### config.mk
export PLATFORM = sky130hd
export DESIGN_NAME = if_fetch_unit
export DESIGN_NICKNAME = d
export VERILOG_FILES = /design/src/rtl/if_fetch_unit.sv
export SDC_FILE = /design/constraint.sdc
export NUM_CORES = 1
export LEC_CHECK = 0
export BUFFER_PORTS_ARGS = -buffer_cell sky130_fd_sc_hd__buf_2
export CORE_ASPECT_RATIO = 2
export CORE_MARGIN = 3
export CORE_UTILIZATION = 58
export DETAILED_ROUTE_END_ITERATION = 10
export PLACE_DENSITY = 0.82
export SLEW_MARGIN = 10
export SYNTH_ARGS = -nofsm -noshare
export SYNTH_HDL_FRONTEND = slang
export SYNTH_SLANG_ARGS = --single-unit
### constraint.sdc
create_clock -name clk -period 5.8 [get_ports clk]
set_input_delay 0.87 -clock clk [delete_from_list [all_inputs] [get_ports clk]]
set_output_delay 0.87 -clock clk [all_outputs]
set_load 0.01 [all_outputs]
### src/rtl/if_fetch_unit.sv
// Instruction-fetch stage with integrated IF/ID output register, variable-latency req/ack memory port,
// freeze hold buffer and branch redirect. Optional stall counter port enabled by `define IF_STALL_CNT_EN.
module if_fetch_unit #(
    parameter logic [31:0] RESET_PC = 32'h0000_0000,
    parameter logic [31:0] PC_STEP  = 32'd4
) (
    input  logic        clk,
    input  logic        rst,
    input  logic        freeze,
    input  logic        branch_taken,
    input  logic [31:0] branch_addr,
    output logic        imem_req,
    output logic [31:0] imem_addr,
    input  logic        imem_ack,
    input  logic [31:0] imem_rdata,
    output logic [31:0] PC_out,
    output logic [31:0] Instruction,
`ifdef IF_STALL_CNT_EN
    output logic        valid,
    output logic [31:0] stall_cycles
`else
    output logic        valid
`endif
);

    typedef enum logic [1:0] {
        ST_FETCH   = 2'd0,
        ST_DISCARD = 2'd1,
        ST_HOLD    = 2'd2
    } state_t;

    state_t      state;
    state_t      state_nx;
    logic [31:0] pc;
    logic [31:0] pc_inc;
    logic [31:0] stale_addr;
    logic [31:0] hold_pc;
    logic [31:0] hold_instr;

    assign pc_inc = pc + PC_STEP;

    always_ff @(posedge clk or negedge rst) begin
        if (!rst) begin
            state <= ST_FETCH;
        end else begin
            state <= state_nx;
        end
    end

    always_comb begin
        state_nx = state;
        case (state)
            ST_FETCH: begin
                // A redirect with the request still open must wait out the stale response.
                if (branch_taken) begin
                    state_nx = imem_ack ? ST_FETCH : ST_DISCARD;
                end else if (imem_ack && freeze) begin
                    state_nx = ST_HOLD;
                end
            end
            ST_DISCARD: begin
                if (imem_ack) begin
                    state_nx = ST_FETCH;
                end
            end
            ST_HOLD: begin
                if (branch_taken || !freeze) begin
                    state_nx = ST_FETCH;
                end
            end
            default: state_nx = ST_FETCH;
        endcase
    end

    always_comb begin
        imem_req  = 1'b0;
        imem_addr = pc;
        case (state)
            ST_FETCH:   imem_req = rst;
            ST_DISCARD: begin
                imem_req  = rst;
                imem_addr = stale_addr;
            end
            default:    imem_req = 1'b0;
        endcase
    end

    // PC, hold buffer and IF/ID output register
    always_ff @(posedge clk or negedge rst) begin
        if (!rst) begin
            pc          <= RESET_PC;
            stale_addr  <= 32'd0;
            hold_pc     <= 32'd0;
            hold_instr  <= 32'd0;
            PC_out      <= 32'd0;
            Instruction <= 32'd0;
            valid       <= 1'b0;
        end else if (branch_taken) begin
            pc          <= branch_addr;
            Instruction <= 32'd0;
            valid       <= 1'b0;
            hold_pc     <= 32'd0;
            hold_instr  <= 32'd0;
            if (state == ST_FETCH && !imem_ack) begin
                stale_addr <= pc;
            end
        end else begin
            case (state)
                ST_FETCH: begin
                    if (imem_ack) begin
                        pc <= pc_inc;
                        if (freeze) begin
                            hold_pc    <= pc_inc;
                            hold_instr <= imem_rdata;
                        end else begin
                            PC_out      <= pc_inc;
                            Instruction <= imem_rdata;
                            valid       <= 1'b1;
                        end
                    end else if (!freeze) begin
                        valid <= 1'b0;
                    end
                end
                ST_HOLD: begin
                    if (!freeze) begin
                        PC_out      <= hold_pc;
                        Instruction <= hold_instr;
                        valid       <= 1'b1;
                    end
                end
                ST_DISCARD: valid <= 1'b0;
                default:    valid <= 1'b0;
            endcase
        end
    end

`ifdef IF_STALL_CNT_EN
    // Counts memory wait cycles plus frozen cycles, saturating at all-ones.
    always_ff @(posedge clk or negedge rst) begin
        if (!rst) begin
            stall_cycles <= 32'd0;
        end else if (((imem_req && !imem_ack) || state == ST_HOLD) && stall_cycles != 32'hFFFF_FFFF) begin
            stall_cycles <= stall_cycles + 32'd1;
        end
    end
`endif

endmodule

==> results by stage <==
Layout:
- The repair_antennas step left the layout with diodes totalling 0.
- Cells fill 68.7% of the core in the end.
- The area of all placed cells without fillers is 10900 um2.
- Cells with a size suffix above 1 make up 26.0% of the layout.
- The area growth from synthesis to layout is 14.6%.
- After the last flow step, the layout net total stands at 1152.
- The layout has 1289 filler cells.

Timing:
- The final number of hold-violating endpoints is 0.
- The tightest hold margin is 391 ps.
- The time the worst path needs with I/O delays and setup is 3480 ps.
- The final number of max-transition violations was 0.
- The final critical-path share of the clock period is 60.0%.
- The maximum operating frequency is 0.287 GHz.
- Setup violations remaining at the end of the flow were counted as 0.
- The accumulated negative setup slack is 0 ps.
- For the pin with the worst max-slew slack, the measured transition is 1130 ps.
- The headroom to the max-slew limit is 24.5%.
- Setup repair after global routing left no endpoint under its margin.
- The final worst clock skew is 13.2 ps.

Global route:
- The largest net degree at the start of global routing is 77.
- The initial antenna violation count came to 0.
- The first global-routing pass estimated 38300 um of wire.
- The number of global-route vias before repair was 7686.
- The aggregate global-route resource usage is 25.9%.
- The total grt overflow is 0.

Routing:
- The routed layout has 7407 vias.
- The wire length per cell after detailed routing is 17.7 um.
- The detailed router finished its first iteration with 352 violations.
- The total routed wirelength is 22900 um.
- In the routed layout, each cell is associated on average with a via count of 5.72.
- The detail route stage leaves a number of antenna-violating nets equal to 0.
- The DRC violations left is 0.
- The number of detailed-routing iterations run before antenna repair is 5.

Floorplan:
- The effective utilization at floorplan is 59.9%.
- Measured along the y axis, the die boundary spans 187 um.
- The horizontal die dimension is 96.8 um.
- The die area is 18100 um2.
- The floorplan has 65 rows.
- During I/O placement, the number of pins put on the boundary was 167.
- The core area is 15900 um2.

Power:
- The design draws 0.00355 W.
- The analysis attributes to cell leakage a power of 4.92 nW.
- The worst-case IR drop observed on VDD is 0.218 mV.
- Power spread over the standard cell area amounts to 324 nW/um2.

Run:
- The max-capacitance violation count is 0.

Yosys:
- The post-synthesis cell area is 9550 um2.
- The post-synthesis average cell area is 9.82 um2.
- The number of instances in the synthesized netlist is 973.
- The number of distinct library cells after synthesis is 45.
- The net count after synthesis is 1043.
- The count of warnings emitted by yosys is 0.
- The sequential area share after synthesis is 51.1%.
- The synthesis-stage register bit count is 195.

CTS:
- The H-tree depth is 4.
- After clock tree synthesis, the clock-pin slew on the worst setup and hold paths is 70 ps.
- The CTS root buffer is sky130_fd_sc_hd__clkbuf_16.
- TritonCTS built the clock tree.
- The number of CTS-inserted buffers is 17.
- Buffers inserted to repair hold after CTS numbered 0.
- The later pin in the worst-skew pair is clocked with a latency of 430 ps.
- The post-cts repair resize count is 0.
- The setup fix buffers added after clock tree synthesis is 0.
- The largest buffer count on any clock path is 2.
- The clock drives 195 sinks.

Placed design:
- The placed instances occupy a cell area of 10400 um2.
- The port buffer count is 166.
- At the end of routability-driven placement, the weighted congestion stood at 0.834.
- The final HPWL from detailed placement is 15900 um.

Worst setup path:
- The worst setup path is launched from a flip-flop.
- The cell with the biggest individual delay on the critical path is sky130_fd_sc_hd__nor2b_4.
- The most critical setup path has its startpoint at state[0].
- Data on the critical path is required at its endpoint by 4930 ps.
- Walking the worst path, the cells encountered are nor2b_4, mux2_2, buf_2.
- Data arrives at the worst endpoint at 2610 ps.
- By startpoint and endpoint, the worst setup path is classified as flip-flop to primary output.
- The type of destination of the critical path is a primary output.
- The number of cells on the worst reg-to-reg path is 5.
- The startpoint identified for the worst register-to-register timing path is state[1].
- In this run the worst path has a maximum fanout of 36.
- The delay contributed by the slowest stage of the critical path is 940 ps.

Min path:
- The min-delay analysis places its worst path in the category primary input to asynchronous set/reset pin.

Run status:
- The run finished with clean final reports.
==> worst max-delay path, delay by kind of cell (launching register included) <==
kind                   cells  cell delay (ps)
AND/OR/NAND/NOR            1              940
flip-flops                 1              650
buffers and inverters      1              140
multiplexers               1              430
==> registers in the layout, summed over array words and instances (netlist names) <==
signal / count
state: 2
Instruction: 32
valid: 1
hold_instr: 32
stale_addr: 32
pc: 32
hold_pc: 32
PC_out: 32
==> cells in the mapped netlist, drive strengths merged <==
library cell	n	area, um2
nand3	18	90.1
buf	32	185
xnor2	35	307
clkbuf	53	201
mux2i	33	330
o31ai	5	37.5
a21oi	24	124
and3	13	81.3
and4	2	17.5
ha	1	12.5
nand4	9	77.6
and2	1	6.26
nor2	35	131
o21bai	5	37.5
nor4b	1	15.0
or2	1	6.26
inv	4	15.0
a21boi	2	15.0
dfrtp	195	4880
a211oi	2	15.0
nand2b	38	238
or4	1	7.51
o31a	4	35.0
o22ai	8	50.1
nor2b	3	18.8
nand2	169	634
nor4	21	216
a21o	6	45.0
nor3b	1	18.8
or3	4	25.0
xor2	15	131
o21ai	150	751
nor3	17	85.1
a31oi	4	25.0
mux2	61	687
==> report_power, final <==
group          switching [W]  internal, W  leakage, nW
combinational       0.000365     0.000309         2.17
clock               0.000527     0.000622        0.270
sequential          0.000161      0.00156         2.48
total                0.00105      0.00249         4.92
==> routing by layer <==
layer	vias to the layer above	part of all wire [%]	track usage, %
li1	3547	-	-
met1	3570	40	30.7
met2	234	53	45.6
met3	56	3.8	3.72
met4	0	3.7	12.7
met5	-	0	0
==> layout make-up <==
class / instances / area, um2 / share of cell area [%]
flip-flops and latches: 195 / 4880 / 44.6
multi-input cells: 689 / 4320 / 39.4
repair buffers: 175 / 910 / 8.31
clock buffers: 20 / 457 / 4.17
well taps: 201 / 251 / 2.30
clock inverters: 12 / 118 / 1.07
inverters: 4 / 15.0 / 0.137
==> logic make-up after synthesis <==
| group | after synthesis | synth area share [%] |
|---|---|---|
| and+or+nand+nor | 334 | 17.5 |
| AOI/OAI and AO/OA | 210 | 11.9 |
| DFF | 195 | 51.1 |
| muxes | 94 | 10.6 |
| buffers and inverters | 89 | 4.20 |
| xor gates and xnor gates | 50 | 4.58 |
| adders and majority gates | 1 | 0.131 |
==> metrics by stage <==
step | worst slack [ps] | cells
2_1_floorplan | 3320 | 973
3_3_place_gp | 2840 | 1264
3_5_place_dp | 2780 | 1264
4_1_cts | 2310 | 1296
5_1_grt | 2190 | 1296
6_report | 2320 | 1296
==> worst paths after layout <==
| path | slack (ps) | end |
|---|---|---|
| worst min-delay path | 390 | Instruction[30] |
| max in group asynchronous | 4070 | hold_instr[3] |
| worst max-delay path | 2320 | imem_addr[6] |
| worst max register to register | 3150 | PC_out[5] |
| min in group clk | 470 | Instruction[4] |
| worst min register to register | 470 | Instruction[4] |
==> cell usage in the layout, fill, tap and decap left out, drive strengths merged <==
| cell type | synthesis | final |
|---|---|---|
| dfrtp | 195 | 195 |
| buf | 32 | 174 |
| nand2 | 169 | 169 |
| o21ai | 150 | 150 |
| mux2 | 61 | 61 |
| nand2b | 38 | 38 |
| xnor2 | 35 | 35 |
| nor2 | 35 | 35 |
| mux2i | 33 | 33 |
| a21oi | 24 | 24 |
| clkbuf | 53 | 21 |
| nor4 | 21 | 21 |
| nand3 | 18 | 18 |
| nor3 | 17 | 17 |
| xor2 | 15 | 15 |
| and3 | 13 | 13 |
| nand4 | 9 | 9 |
| inv | 4 | 9 |
| o22ai | 8 | 8 |
| a21o | 6 | 6 |
| o21bai | 5 | 5 |
| o31ai | 5 | 5 |
| a31oi | 4 | 4 |
| or3 | 4 | 4 |
| o31a | 4 | 4 |
| clkinvlp | 0 | 4 |
| nor2b | 3 | 3 |
| and4 | 2 | 2 |
| a21boi | 2 | 2 |
| a211oi | 2 | 2 |
| clkinv | 0 | 2 |
| nor4b | 1 | 1 |
| nor3b | 1 | 1 |
| or2 | 1 | 1 |
| and2 | 1 | 1 |
| or4 | 1 | 1 |
| ha | 1 | 1 |
| bufinv | 0 | 1 |
No activity file was read; power rests on OpenSTA's default activity.
